===== src/rtl/multi_clock_divider_if.sv =====
// Configuration write port of the multi-channel clock divider.
// The master presents one channel's period/high/enable; the divider accepts
// it when cfg_valid && cfg_ready.
interface multi_clock_divider_if #(
    parameter int NUM_CH = 4,
    parameter int CNT_W  = 16,
    parameter int CH_W   = (NUM_CH > 1) ? $clog2(NUM_CH) : 1
) ();
    logic             cfg_valid;
    logic             cfg_ready;
    logic [CH_W-1:0]  cfg_ch;
    logic [CNT_W-1:0] cfg_period;
    logic [CNT_W-1:0] cfg_high;
    logic             cfg_en;

    modport master (
        output cfg_valid, cfg_ch, cfg_period, cfg_high, cfg_en,
        input  cfg_ready
    );

    modport slave (
        input  cfg_valid, cfg_ch, cfg_period, cfg_high, cfg_en,
        output cfg_ready
    );
endinterface


===== src/rtl/multi_clock_divider.sv =====
// Multi-channel programmable clock divider.
// Each channel counts 0..P and drives clk_out high while the count is below H,
// with a tick strobe on count 0. New settings sit in a shadow register until a
// period boundary (wrap, sync, or the channel being idle) so the output never
// produces a runt pulse.
module multi_clock_divider #(
    parameter int NUM_CH = 4,
    parameter int CNT_W  = 16,
    parameter int CH_W   = (NUM_CH > 1) ? $clog2(NUM_CH) : 1
) (
    input  logic                   clk,
    input  logic                   rst,
    multi_clock_divider_if.slave   cfg,
    input  logic                   sync_i,
    output logic [NUM_CH-1:0]      clk_out_o,
    output logic [NUM_CH-1:0]      tick_o,
    output logic [NUM_CH-1:0]      active_o
);
    localparam logic [CNT_W-1:0] CNT_ONE = CNT_W'(1);

    // Live configuration and running state
    logic [CNT_W-1:0] c_q  [NUM_CH];
    logic [CNT_W-1:0] c_d  [NUM_CH];
    logic [CNT_W-1:0] p_q  [NUM_CH];
    logic [CNT_W-1:0] p_d  [NUM_CH];
    logic [CNT_W-1:0] h_q  [NUM_CH];
    logic [CNT_W-1:0] h_d  [NUM_CH];
    logic [NUM_CH-1:0] en_q, en_d;

    // Shadow configuration waiting for the next boundary
    logic [CNT_W-1:0] sp_q [NUM_CH];
    logic [CNT_W-1:0] sp_d [NUM_CH];
    logic [CNT_W-1:0] sh_q [NUM_CH];
    logic [CNT_W-1:0] sh_d [NUM_CH];
    logic [NUM_CH-1:0] sen_q, sen_d;
    logic [NUM_CH-1:0] pend_q, pend_d;

    // Registered outputs
    logic [NUM_CH-1:0] clk_q, clk_d;
    logic [NUM_CH-1:0] tick_q, tick_d;

    logic ready_w;

    // A channel takes a new write only once its previous one has been applied;
    // out-of-range channel numbers never stall.
    always_comb begin
        ready_w = 1'b1;
        for (int k = 0; k < NUM_CH; k++) begin
            if ((cfg.cfg_ch == CH_W'(k)) && pend_q[k]) begin
                ready_w = 1'b0;
            end
        end
    end

    assign cfg.cfg_ready = ready_w;

    // Next-state: shadow load on accept, shadow-to-live at boundaries, counting.
    always_comb begin
        logic             acc;
        logic             apl;
        logic [CNT_W-1:0] nx;
        acc = 1'b0;
        apl = 1'b0;
        nx  = '0;
        for (int k = 0; k < NUM_CH; k++) begin
            c_d[k]    = c_q[k];
            p_d[k]    = p_q[k];
            h_d[k]    = h_q[k];
            en_d[k]   = en_q[k];
            sp_d[k]   = sp_q[k];
            sh_d[k]   = sh_q[k];
            sen_d[k]  = sen_q[k];
            pend_d[k] = pend_q[k];
            clk_d[k]  = 1'b0;
            tick_d[k] = 1'b0;

            acc = cfg.cfg_valid && ready_w && (cfg.cfg_ch == CH_W'(k));
            // An idle channel has no period to protect, so it applies at once.
            apl = pend_q[k] && (!en_q[k] || (c_q[k] == p_q[k]) || sync_i);

            if (acc) begin
                sp_d[k]   = cfg.cfg_period;
                sh_d[k]   = cfg.cfg_high;
                sen_d[k]  = cfg.cfg_en;
                pend_d[k] = 1'b1;
            end else if (apl) begin
                pend_d[k] = 1'b0;
            end

            if (apl) begin
                p_d[k]  = sp_q[k];
                h_d[k]  = sh_q[k];
                en_d[k] = sen_q[k];
            end

            // The wrap is purely a compare against P, so the counter never overflows.
            if (en_d[k]) begin
                if (apl || sync_i || (c_q[k] == p_q[k])) begin
                    nx = '0;
                end else begin
                    nx = c_q[k] + CNT_ONE;
                end
                c_d[k]    = nx;
                clk_d[k]  = (nx < h_d[k]);
                tick_d[k] = (nx == '0);
            end else begin
                c_d[k] = '0;
            end
        end
    end

    // State registers with synchronous reset of everything, including pending writes.
    always_ff @(posedge clk) begin
        if (rst) begin
            for (int k = 0; k < NUM_CH; k++) begin
                c_q[k]  <= '0;
                p_q[k]  <= '0;
                h_q[k]  <= '0;
                sp_q[k] <= '0;
                sh_q[k] <= '0;
            end
            en_q   <= '0;
            sen_q  <= '0;
            pend_q <= '0;
            clk_q  <= '0;
            tick_q <= '0;
        end else begin
            for (int k = 0; k < NUM_CH; k++) begin
                c_q[k]  <= c_d[k];
                p_q[k]  <= p_d[k];
                h_q[k]  <= h_d[k];
                sp_q[k] <= sp_d[k];
                sh_q[k] <= sh_d[k];
            end
            en_q   <= en_d;
            sen_q  <= sen_d;
            pend_q <= pend_d;
            clk_q  <= clk_d;
            tick_q <= tick_d;
        end
    end

    assign clk_out_o = clk_q;
    assign tick_o    = tick_q;
    assign active_o  = en_q;

endmodule


===== src/flat_wrapper.sv =====
// flat-port wrapper written by rule: the top's interface ports become plain ports
module multi_clock_divider_flat 
#(
    parameter int NUM_CH = 4,
    parameter int CNT_W  = 16,
    parameter int CH_W   = (NUM_CH > 1) ? $clog2(NUM_CH) : 1
)
  (clk, rst, sync_i, clk_out_o, tick_o, active_o, cfg_cfg_valid, cfg_cfg_ch, cfg_cfg_period, cfg_cfg_high, cfg_cfg_en, cfg_cfg_ready);
  multi_clock_divider_if #(.NUM_CH(NUM_CH), .CNT_W(CNT_W), .CH_W(CH_W)) cfg_i ();
  input  logic clk;
  input  logic rst;
  input  logic sync_i;
  output logic [NUM_CH-1:0] clk_out_o;
  output logic [NUM_CH-1:0] tick_o;
  output logic [NUM_CH-1:0] active_o;
  input wire logic [$bits(cfg_i.cfg_valid)-1:0] cfg_cfg_valid;
  input wire logic [$bits(cfg_i.cfg_ch)-1:0] cfg_cfg_ch;
  input wire logic [$bits(cfg_i.cfg_period)-1:0] cfg_cfg_period;
  input wire logic [$bits(cfg_i.cfg_high)-1:0] cfg_cfg_high;
  input wire logic [$bits(cfg_i.cfg_en)-1:0] cfg_cfg_en;
  output wire logic [$bits(cfg_i.cfg_ready)-1:0] cfg_cfg_ready;
  assign cfg_i.cfg_valid = cfg_cfg_valid;
  assign cfg_i.cfg_ch = cfg_cfg_ch;
  assign cfg_i.cfg_period = cfg_cfg_period;
  assign cfg_i.cfg_high = cfg_cfg_high;
  assign cfg_i.cfg_en = cfg_cfg_en;
  assign cfg_cfg_ready = cfg_i.cfg_ready;
  multi_clock_divider #(.NUM_CH(NUM_CH), .CNT_W(CNT_W), .CH_W(CH_W)) u_core (.clk(clk), .rst(rst), .cfg(cfg_i), .sync_i(sync_i), .clk_out_o(clk_out_o), .tick_o(tick_o), .active_o(active_o));
endmodule

===== config.mk =====
export PLATFORM = sky130hd
export DESIGN_NAME = multi_clock_divider_flat
export DESIGN_NICKNAME = d
export VERILOG_FILES = /design/src/rtl/multi_clock_divider_if.sv /design/src/rtl/multi_clock_divider.sv /design/src/flat_wrapper.sv
export SDC_FILE = /design/constraint.sdc
export NUM_CORES = 1
export LEC_CHECK = 0
export ABC_AREA = 1
export BUFFER_PORTS_ARGS = -buffer_cell sky130_fd_sc_hd__buf_4
export CAP_MARGIN = 20
export CELL_PAD_IN_SITES_DETAIL_PLACEMENT = 1
export CELL_PAD_IN_SITES_GLOBAL_PLACEMENT = 2
export CORE_ASPECT_RATIO = 1.4
export CORE_MARGIN = 5
export CORE_UTILIZATION = 36
export CTS_CLUSTER_SIZE = 16
export DETAILED_ROUTE_END_ITERATION = 6
export HOLD_SLACK_MARGIN = 0.12
export PLACE_DENSITY_LB_ADDON = 0.08
export SETUP_SLACK_MARGIN = 0.3
export SLEW_MARGIN = 40
export SYNTH_ARGS = -nofsm -noshare
export SYNTH_HDL_FRONTEND = slang
export SYNTH_SLANG_ARGS = --single-unit

===== constraint.sdc =====
create_clock -name clk -period 3.4 [get_ports clk]
set_input_delay 0.68 -clock clk [delete_from_list [all_inputs] [get_ports clk]]
set_output_delay 0.68 -clock clk [all_outputs]
set_load 0.01 [all_outputs]

==> run metrics <==
Max Slew Vio Count=0; cell repeated most along the worst path=nand2_1; FP Rows=91; via/cell ratio=5.02; max incr delay on CP=0.43 ns; routed len/inst=17.6 um; area used by multi-input combinational logic=7560 sq um; Netlist Area Pre-Place=15,800 sq um; total of max-cap violations=0; Detail Placement HPWL=36,000 um; post-layout min period=~2.9 ns; Die W=187 um; final clock skew=0.0135 ns; Worst Tran Pin Value=0.670 ns; Hold Crit Start=u_core.sp_q[3][8]$_SDFFE_PP0P_; crit path kind=flip-flop to flip-flop; H-tree lvl count=2; Initial Util=between 30% and 40%; synth unique cells=37; layout cell share with drive strength beyond 1=9.98%; final cell count without fillers=2,813; Crit-path slowest cell=dfxtp_1; largest net degree at the start of global routing=104; Post-Synthesis Cells=2,202; end of the worst hold path=u_core.sp_q[3][8]$_SDFFE_PP0P_; number of synthesized register bits=340; fin nets=around 2.3k; cell type with the largest total area after synthesis=dfxtp_1; via count=14.1k; Setup Buffers After CTS=0; Residual DRC=0; count of final hold-check violations=0; CTS tree=built; hold slack=between 0.4 and 0.5 ns; FMAX=0.344 GHz; Area Growth Syn to Fin=15.2%; clock latency at the later pin of the worst-skew pair=0.54 ns; Filler cells=5,460; Port Buf Inserts=51; Static Leak=7.64 nW; height of the chip=258 um; worst r2r path cells=19; maximum vdd drop=0.325 mV; initial antenna violation count=1; clock buffer depth=3; global-route wire length before repair=roughly 80,000 um; CP Max Fanout=30; grt ovf=0; RePlAce Congestion=0.829; pwr dens=a little over 500 nW/um^2; top cell type's share of synthesized area=43.1%; Total GRT Usage=roughly a fifth; Tcrit/Tclk final=about 85%; core area=43,700 sq um; Critical Path AT=3.37 ns; sequential share of the synthesized area=43.1%; critical path, cell by cell=inv_1 -> nand2_1 -> nand2_1 -> nor2_1 -> nand2_1 -> nor2_1 -> nand2_1 -> nand2_2 -> nand2_4 -> inv_1 -> buf_12 -> nand2_1 -> o21ai_0 -> ha_1 -> a21oi_1 -> nor2_1 -> a211oi_2 -> o211ai_1 -> a21oi_2; CP Launch Type=flip-flop; RR Endpoint=u_core.clk_out_o[3]$_SDFF_PP0_; starting DRC count in detailed routing=598; CP required=3.87 ns; CTS clk-pin slew, worst paths=approximately 0.06 ns; Synth Net Count=2,305; Clock Sink Count=between 300 and 400; total negative slack=0 ns; DRT antenna net count=0; Initial DRT Pass Iterations=5; drt total wl=49,600 um; register area=6830 sq um; CTS buffer count=38; Worst slew margin=55.3%; CTS Root Cell=clkbuf_16; Hold Buf Count CTS=0; FF-to-FF Start=u_core.c_q[3][0]$_SDFF_PP0_; final antenna diode count=0; final setup violating endpoints=0; Post-synth EDFFs=0; flop-to-flop setup slack=around 0.49 ns; crit end category=flip-flop; vias in the first global route=14.7k; post-synthesis async set-or-reset flop share=0%; Top Ports=52; placed cell count=2,743; hold path depth=2; synth warn=0; Hold Crit Class=flip-flop to flip-flop; status=finished, final reports clean; syn avg cell area=7.18 sq um; RSZ-0062 raised after global routing=true; ys flop type=dfxtp_1; ranking of synthesized cells by area=dfxtp_1 43%, nand2_1 11%, nor2_1 8.6%; Die Area=about 48,000 sq um
synthesized netlist by cell type (54+ instances only):
cell / n
nand2_1: 469
inv_1: 277
dfxtp_1: 340
nor3_1: 54
ha_1: 64
a211oi_1: 151
a21oi_1: 90
nor2_1: 364
nand3_1: 54
clkbuf_1: 71
nand4_1: 76
o21ai_0: 75
report_power, final:
part	switching [W]	internal (W)	total, W
sequential	0.0000565	0.00412	0.00417
clock	0.00171	0.00260	0.00431
combinational	0.000561	0.000254	0.000815
total	0.00233	0.00697	0.00930
critical path: cells and delay by family (launching register included):
kind            cells  cell delay, ns
buf+inv             3            0.40
flops               1            0.43
fa+ha+maj           1            0.32
simple gates       10            0.89
compound gates      5            0.80
cell families (layout without fill, tap and decap cells):
kind of cell,count (synthesis),count (layout),synth area share [%]
xor gates and xnor gates,17,17,0.942
buffers and inverters,396,449,9.73
adders and majority gates,64,64,5.06
DFF,340,340,43.1
AOI/OAI and AO/OA,329,329,13.1
and+or+nand+nor,1056,1056,28.1
routing by layer:
layer  vias up  wire, um  global-route usage (%)
met3        81      1100                    2.50
met1      6721     21900                    25.0
met4         2      1670                    6.47
li1       7196         -                       -
met2       118     25000                    37.2
met5         -        11                       0
how the worst max path moves through the flow:
stage                                           to  depth (start not counted)                   startpoint
floorplan           u_core.clk_out_o[0]$_SDFF_PP0_                         15                       sync_i
global placement    u_core.clk_out_o[0]$_SDFF_PP0_                         17  u_core.c_q[0][0]$_SDFF_PP0_
detailed placement  u_core.clk_out_o[3]$_SDFF_PP0_                         13                       sync_i
CTS                 u_core.clk_out_o[0]$_SDFF_PP0_                         17  u_core.c_q[0][2]$_SDFF_PP0_
global route        u_core.clk_out_o[0]$_SDFF_PP0_                         17  u_core.c_q[0][1]$_SDFF_PP0_
finish              u_core.clk_out_o[3]$_SDFF_PP0_                         19  u_core.c_q[3][0]$_SDFF_PP0_
through the flow:
stage,total power [W],setup WS [ns],utilization [%],instance area (sq um)
2_1_floorplan,0.00477,0.775,-,15800
3_3_place_gp,0.00506,0.376,38.4,16800
3_5_place_dp,0.00508,0.262,38.4,16800
4_1_cts,0.00946,0.304,41.4,18100
5_1_grt,0.00973,0.221,41.7,18200
6_report,0.00930,0.493,41.7,18200
registers in the layout, indices dropped and copies added (netlist names), 64 cells and up:
signal and flops:
u_core.sp_q 64, u_core.c_q 64, u_core.h_q 64, u_core.p_q 64, u_core.sh_q 64
cell usage in the layout (no fill, tap or decap), drive strengths merged, types with 58 or more instances in the layout:
cell	n
o21ai	79
a211oi	151
a21oi	90
nand4	76
clkbuf	62
dfxtp	340
nand2	482
inv	292
nor3	58
buf	87
nor2	369
ha	64
final cells by class:
class                      count  area share, %
inverter                     291           6.00
tap                          558           3.83
timing repair buffer          88           3.95
clock inverter                 9          0.543
multi-input combinational   1466           41.5
sequential                   340           37.5
clock buffer                  61           6.65
timing repair:
action | in CTS | in global routing
pin swaps | 0 | 2
resized for setup | 2 | 40
setup endpoints to repair | 2 | 4
No activity file was read; power rests on OpenSTA's default activity.
